File: src/rtl/cnn_frame_sequencer.sv
// cnn_frame_sequencer
//   Serial front/back end for the time-multiplexed 4x4 CNN tile. Collects 16
//   input pixels into the parallel U frame, holds it while the tile iterates
//   for ITERS+1 sweeps of 16 cycles, snapshots the tile's Y outputs and
//   streams them back out.
//
// Ports:
//   clk, reset          rising-edge clock, synchronous active-high reset
//   in_valid/in_ready   input pixel handshake, in_data row-major, U1 first
//   u_frame             packed U frame, element k at [k*WIDTH +: WIDTH]
//   y_frame             packed Y outputs from the tile, same packing
//   run                 high while the tile is iterating on the held frame
//   out_valid/out_ready output pixel handshake, out_data row-major, Y1 first
//   out_last            marks the 16th output pixel (Y16)
module cnn_frame_sequencer #(
  parameter int WIDTH  = 9,
  parameter int ITERS  = 8,
  parameter int ITER_W = 8
) (
  input  logic                  clk,
  input  logic                  reset,
  input  logic                  in_valid,
  output logic                  in_ready,
  input  logic [WIDTH-1:0]      in_data,
  output logic [16*WIDTH-1:0]   u_frame,
  input  logic [16*WIDTH-1:0]   y_frame,
  output logic                  run,
  output logic                  out_valid,
  input  logic                  out_ready,
  output logic [WIDTH-1:0]      out_data,
  output logic                  out_last
);

  typedef enum logic [1:0] {
    LOAD  = 2'd0,
    RUN   = 2'd1,
    DRAIN = 2'd2
  } state_t;

  state_t            state;
  state_t            state_nxt;
  logic [3:0]        load_cnt;
  logic [3:0]        phase;
  logic [ITER_W-1:0] sweep;
  logic [3:0]        idx;
  logic [WIDTH-1:0]  snap [16];
  logic              run_done;

  // The tile's own phase is invisible, so one extra sweep is run to make sure
  // at least ITERS complete sweeps see the new frame.
  assign run_done = (phase == 4'd15) && (sweep == ITER_W'(ITERS));

  always_ff @(posedge clk) begin
    if (reset) state <= LOAD;
    else       state <= state_nxt;
  end

  always_comb begin
    state_nxt = state;
    in_ready  = 1'b0;
    run       = 1'b0;
    out_valid = 1'b0;
    out_last  = 1'b0;
    out_data  = '0;
    unique case (state)
      LOAD: begin
        in_ready = 1'b1;
        if (in_valid && load_cnt == 4'd15) state_nxt = RUN;
      end
      RUN: begin
        run = 1'b1;
        if (run_done) state_nxt = DRAIN;
      end
      DRAIN: begin
        out_valid = 1'b1;
        out_data  = snap[idx];
        out_last  = (idx == 4'd15);
        if (out_ready && idx == 4'd15) state_nxt = LOAD;
      end
      default: state_nxt = LOAD;
    endcase
  end

  always_ff @(posedge clk) begin
    if (reset) begin
      load_cnt <= '0;
      phase    <= '0;
      sweep    <= '0;
      idx      <= '0;
      u_frame  <= '0;
      for (int unsigned k = 0; k < 16; k++) snap[k] <= '0;
    end else begin
      unique case (state)
        LOAD: begin
          // load_cnt wraps back to 0 on the 16th beat
          if (in_valid) begin
            u_frame[load_cnt*WIDTH +: WIDTH] <= in_data;
            load_cnt <= load_cnt + 4'd1;
          end
        end
        RUN: begin
          phase <= phase + 4'd1;
          if (phase == 4'd15) begin
            if (run_done) begin
              sweep <= '0;
              for (int unsigned k = 0; k < 16; k++)
                snap[k] <= y_frame[k*WIDTH +: WIDTH];
            end else begin
              sweep <= sweep + ITER_W'(1);
            end
          end
        end
        DRAIN: begin
          if (out_ready) idx <= idx + 4'd1;
        end
        default: ;
      endcase
    end
  end

endmodule

File: config.mk
export PLATFORM = sky130hd
export DESIGN_NAME = cnn_frame_sequencer
export DESIGN_NICKNAME = d
export VERILOG_FILES = /design/src/rtl/cnn_frame_sequencer.sv
export SDC_FILE = /design/constraint.sdc
export NUM_CORES = 1
export LEC_CHECK = 0
export ABC_AREA = 0
export BUFFER_PORTS_ARGS = -buffer_cell sky130_fd_sc_hd__buf_2
export CAP_MARGIN = 20
export CORE_AREA = 8 8 167 169
export DETAILED_ROUTE_END_ITERATION = 10
export DIE_AREA = 0 0 175 177
export PLACE_DENSITY = 0.8
export SLEW_MARGIN = 20
export SYNTH_ARGS = -nofsm -noshare
export SYNTH_HDL_FRONTEND = slang
export SYNTH_SLANG_ARGS = --single-unit
File: constraint.sdc
create_clock -name clk -period 7.4 [get_ports clk]
set_input_delay 0.37 -clock clk [delete_from_list [all_inputs] [get_ports clk]]
set_output_delay 0.37 -clock clk [all_outputs]
set_load 0.02 [all_outputs]
* Word-level counts from Yosys, hierarchy flattened *
Memory sizes are Yosys's and may differ from the RTL's. A register that Yosys moved wholly into a read port is not among the register bits.
Index checks and enable logic that the tools add are counted.

storage, ports and cells
  output and inout bits = 157
  memory bits (writable) = 144
  input bits = 157
  memories = 1
  bits in registers = 166

operators by class
  multiply operators = 1
  reduce and logical (&&, ||, !) cells = 8
  shift-type cells = 2
  eq/ne operators = 9
  bitwise operators = 16
  add/sub/neg operators = 5
  muxes and demuxes = 36

memories
  name  depth  bits a word  read ports  clocked after memory_dff  write ports  RTL line  text
  snap  16     9            1           1                         16           46        logic [WIDTH-1:0] snap [16];

operators by type and width
  operator                  number
  $mux 9                    17
  $bwmux 144                1
  $shift 9x34->144 const A  1
  $shiftx 9x34->144         1
  $neg 8->34                1
  $or 1x1->1                16
  $add 4x1->4 const B       3
  $eq 4x4->1 const B        3
  $mux 1                    11
  $add 8x1->8 const B       1
  $eq 8x4->1 const B        1
  $mul 4x4->8 const B       1
  $mux 4                    2
  $mux 8                    1
  $mux 2                    3
  $ne 2x2->1 const B        3
  $pmux 2 s3                1
  $reduce_and 2->1          3
  $logic_and 1x1->1         3
  $reduce_and 3->1          1
  $eq 2x1->1 const B        1
  $eq 2x2->1 const B        1
  $logic_not 2->1           1

* Logic depth before layout (Yosys ltp) *
  depth in word-level cells = 8
  depth in mapped cells = 9

* Least setup slack after synthesis *
No wires, ideal clock.

  path type = reg2reg
  from = reg phase[0]
  to = mem snap[0][0], enable pin
  clock period less this slack = 5769 ps
  path slack = 1631 ps
  arrival time = 5204 ps
  buffers on the path = 2
  stages on the path, launching flop included = 7
  path through = dfxtp_1 ha_1 and3_1 clkbuf_1 nand4_1 nand2b_1 clkbuf_1

RTL lines
  element                   RTL line  text
  start: declaration        43        logic [3:0] phase;
  start signal: assignment  102       phase <= phase + 4'd1;
  end: declaration          46

* Final worst setup path *
  from = reg state[1]
  to = out out_data[0]

between the ends
  longest elaborated chain between the ends = 2

RTL lines
  element                   RTL line  text
  start: declaration        40        state_t state;
  start signal: assignment  55        else state <= state_nxt;
  $eq 2x2->1                65        unique case (state)
  $mux 9                    65
  end: declaration          30        output logic [WIDTH-1:0] out_data,

No other way between the ends.

==> impl_metrics.ini <==
[floorplanning]
pin_count = 314
start_util = 0.529
die_h_um = 177
dieWidth_um = 175
num_rows = 59
core_um2 = 25500
dieArea_um2 = 31000

[clock_tree]
cts_hold_buf = 0
numCtsBuffers = 31
cts_resized = 0
postCtsSetupRepairBufs = 0
cts_tree = built
clkLatencyLatePin_ns = 0.54
ctsLongestPathBuffers = 3
clock-sinks = 314
cts_max_level = 1
cts-root-buf = clkbuf_16
path_clk_slew_ns = 0.06

[power]
p_sw_uw = 765
swShare = 0.213
clockPowerShare = 0.423
seqPwrFrac = 0.522
ir_drop_uv = 177
p_leak_uw = 0.00729
p_int_uw = 2830
pwr-share-comb = 0.055
power_density_nw_per_um2 = 223

[detailed_routing]
num_vias = 9335
dr.first_iter.drc_count = 794
routed_wl_um = 35200
drcViolationCount = 0
wl_per_cell_um = 20.5
first_pass_iters = 5
ant_nets = 0
viasPerCell = 5.43

[global_route]
overflow = 0
grt_use_total = 0.217
grt_max_degree = 122
grt_pass1_wl_um = 53300
grt_pass1_vias = 9680
antenna_found_initial = 2

[placed_design]
gp_congestion = 0.826
dpl.hpwl_um = 24800
dp.cells = 1662
io_buffers = 313

[yosys]
synthCells = 1083
yosys-top-cells-area = edfxtp_1, dfxtp_1, mux2i_1, nand2b_1, mux4_2
synthDistinctLibCells = 49
synth_edf_count = 144
synth_top_area_frac = 0.321
synth_top_area_cell = edfxtp_1
netlist_area_um2 = 13500
yosysSeqAreaShare = 0.574
ys_ff_latch = 314
async_reset_ff_frac = 0
syn-num-nets = 1248
synth_warnings = 0
synthFlopType = dfxtp_1
avgSynthCellArea_um2 = 12.4

[sta]
finalMaxSlewViolations = 0
tightest_slew_ns = 1.08
fin_crit_ns = 3.56
setup_tns_ns = 0
hold_ws_ns = 0.104
rsz0062_at_grt = no
slew_headroom = 0.272
setup_viol = 0
min_period_over_period = 0.481
fmax_mhz = 281
hold_viol = 0
finalClockSkew_ns = 0.0121

[worst_setup_path]
start_kind = flop
crit_path_end_kind = output pin
cpMostUsedCell = nor2b_1
crit_type = flop to output pin
slowest_delay_ns = 0.70
critPathRequiredTime_ns = 7.03
rr_worst_depth = 6
crit_chain = nor2b_1 > nor2b_1 > nor2b_1 > a221o_1 > buf_2
reg2reg_from = sweep[0]
critPathMaxFanout = 10
crit_slowest_cell = nor2b_1
cp.arrival_ns = 3.19
startpoint = state[1]

[cells_and_area]
final_layout_size_suffix_gt1_frac = 0.297
areaGrowthSynthToFinish_pct = 19.5
fin_cells = 1718
final_util = 0.632
final_nets = 1525
fillers = 1905

[worst_hold_path]
min-delay-start = y_frame[64]
hold_depth = 2
hold_path.class = input port to flop

[run_status]
status = finished clean

[run]
drv_cap = 0
==> cells in the mapped netlist, types with 2 or more instances <==
library cell	number
buf_4	12
clkbuf_2	2
dfxtp_1	170
o21ai_0	10
nor2b_1	58
and3_1	9
and4_1	2
nand3_1	28
mux2i_1	151
buf_1	2
edfxtp_1	144
xor2_1	9
nor3b_1	2
a22o_1	9
nand4_1	8
and2_1	94
nor4_1	2
nand2b_1	129
ha_1	8
buf_2	16
buf_6	8
a22oi_1	8
a21oi_1	17
nand2_1	50
nor3_1	3
inv_1	5
a221o_1	8
nor2_1	30
mux2_2	2
mux4_2	28
xnor2_1	6
clkbuf_1	35
nor4_2	2
==> state kept, by name, summed over array words and instances, names as in the netlist, named ones only <==
register	cells
u_frame	144
phase	4
idx	4
sweep	8
load_cnt	4
state	2
snap	144
==> worst paths after layout <==
kind | to | slack, ns
setup / recovery | out_data[0] | 3.84
hold / removal | snap[7][1] | 0.10
setup reg to reg | snap[7][8] | 3.98
hold reg to reg | u_frame[74] | 0.47
==> critical path, delay by kind of cell, from the launching register on <==
kind,cells,cell delay (ns)
AOI/OAI and AO/OA,1,0.29
buffers and inverters,1,0.18
DFF,1,0.39
and+or+nand+nor,3,1.79
==> cells in the final DEF, fill, tap and decap left out, drive strengths merged, types with 8 or more instances in the layout <==
cell type / synthesis / routed
a21oi: 17 / 17
a221o: 8 / 8
a22o: 9 / 9
a22oi: 8 / 8
and2: 94 / 94
and3: 9 / 9
buf: 38 / 319
clkbuf: 37 / 47
dfxtp: 170 / 170
edfxtp: 144 / 144
ha: 8 / 8
mux2i: 151 / 151
mux4: 28 / 28
nand2: 50 / 50
nand2b: 129 / 129
nand3: 29 / 29
nand4: 8 / 8
nor2: 31 / 31
nor2b: 58 / 58
o21ai: 10 / 10
xor2: 10 / 10
==> metrics by stage <==
stage               power, µW  area, µm²  setup WS, ns
global route             3690      16100          3.69
CTS                      3610      16100          3.90
floorplan                2030      13500          1.63
global placement         2100      15100          4.15
finish                   3590      16100          3.84
detailed placement       2110      15100          4.02
==> logic make-up (layout without fill, tap and decap cells) <==
family | Yosys count | count (layout) | synth area share
AOI/OAI and AO/OA | 57 | 57 | 0.0309
xor gates and xnor gates | 17 | 17 | 0.0122
adders and majority gates | 8 | 8 | 0.00743
buffers and inverters | 81 | 380 | 0.0320
DFF | 314 | 314 | 0.574
muxes | 181 | 181 | 0.161
other | 0 | 1 | 0
and+or+nand+nor | 425 | 425 | 0.183
==> layer usage <==
| layer | vias to the layer above | wire (µm) | GRT usage |
|---|---|---|---|
| met1 | 4533 | 13800 | 0.264 |
| li1 | 4351 | - | - |
| met5 | - | 27 | 0 |
| met3 | 73 | 3020 | 0.0568 |
| met2 | 374 | 17200 | 0.368 |
| met4 | 4 | 1160 | 0.0777 |
==> power by group through the flow <==
stage	registers, µW	clock network, µW	logic [µW]
3_3_place_gp	1910	0	193
2_1_floorplan	1920	0	112
4_1_cts	1880	1540	197
3_5_place_dp	1910	0	195
6_report	1870	1520	197
5_1_grt	1880	1600	211
==> final cells by class <==
class	instances	area (µm²)	share of cell area
antenna	1	2.50	0.000155
tap	335	419	0.0260
multi-input combinational	688	5330	0.331
clock buffer	47	918	0.0570
timing repair buffer	319	1610	0.100
inverter	6	22.5	0.00140
sequential	314	7730	0.480
clock inverter	8	68.8	0.00427
(Power assumes the default switching activity.)
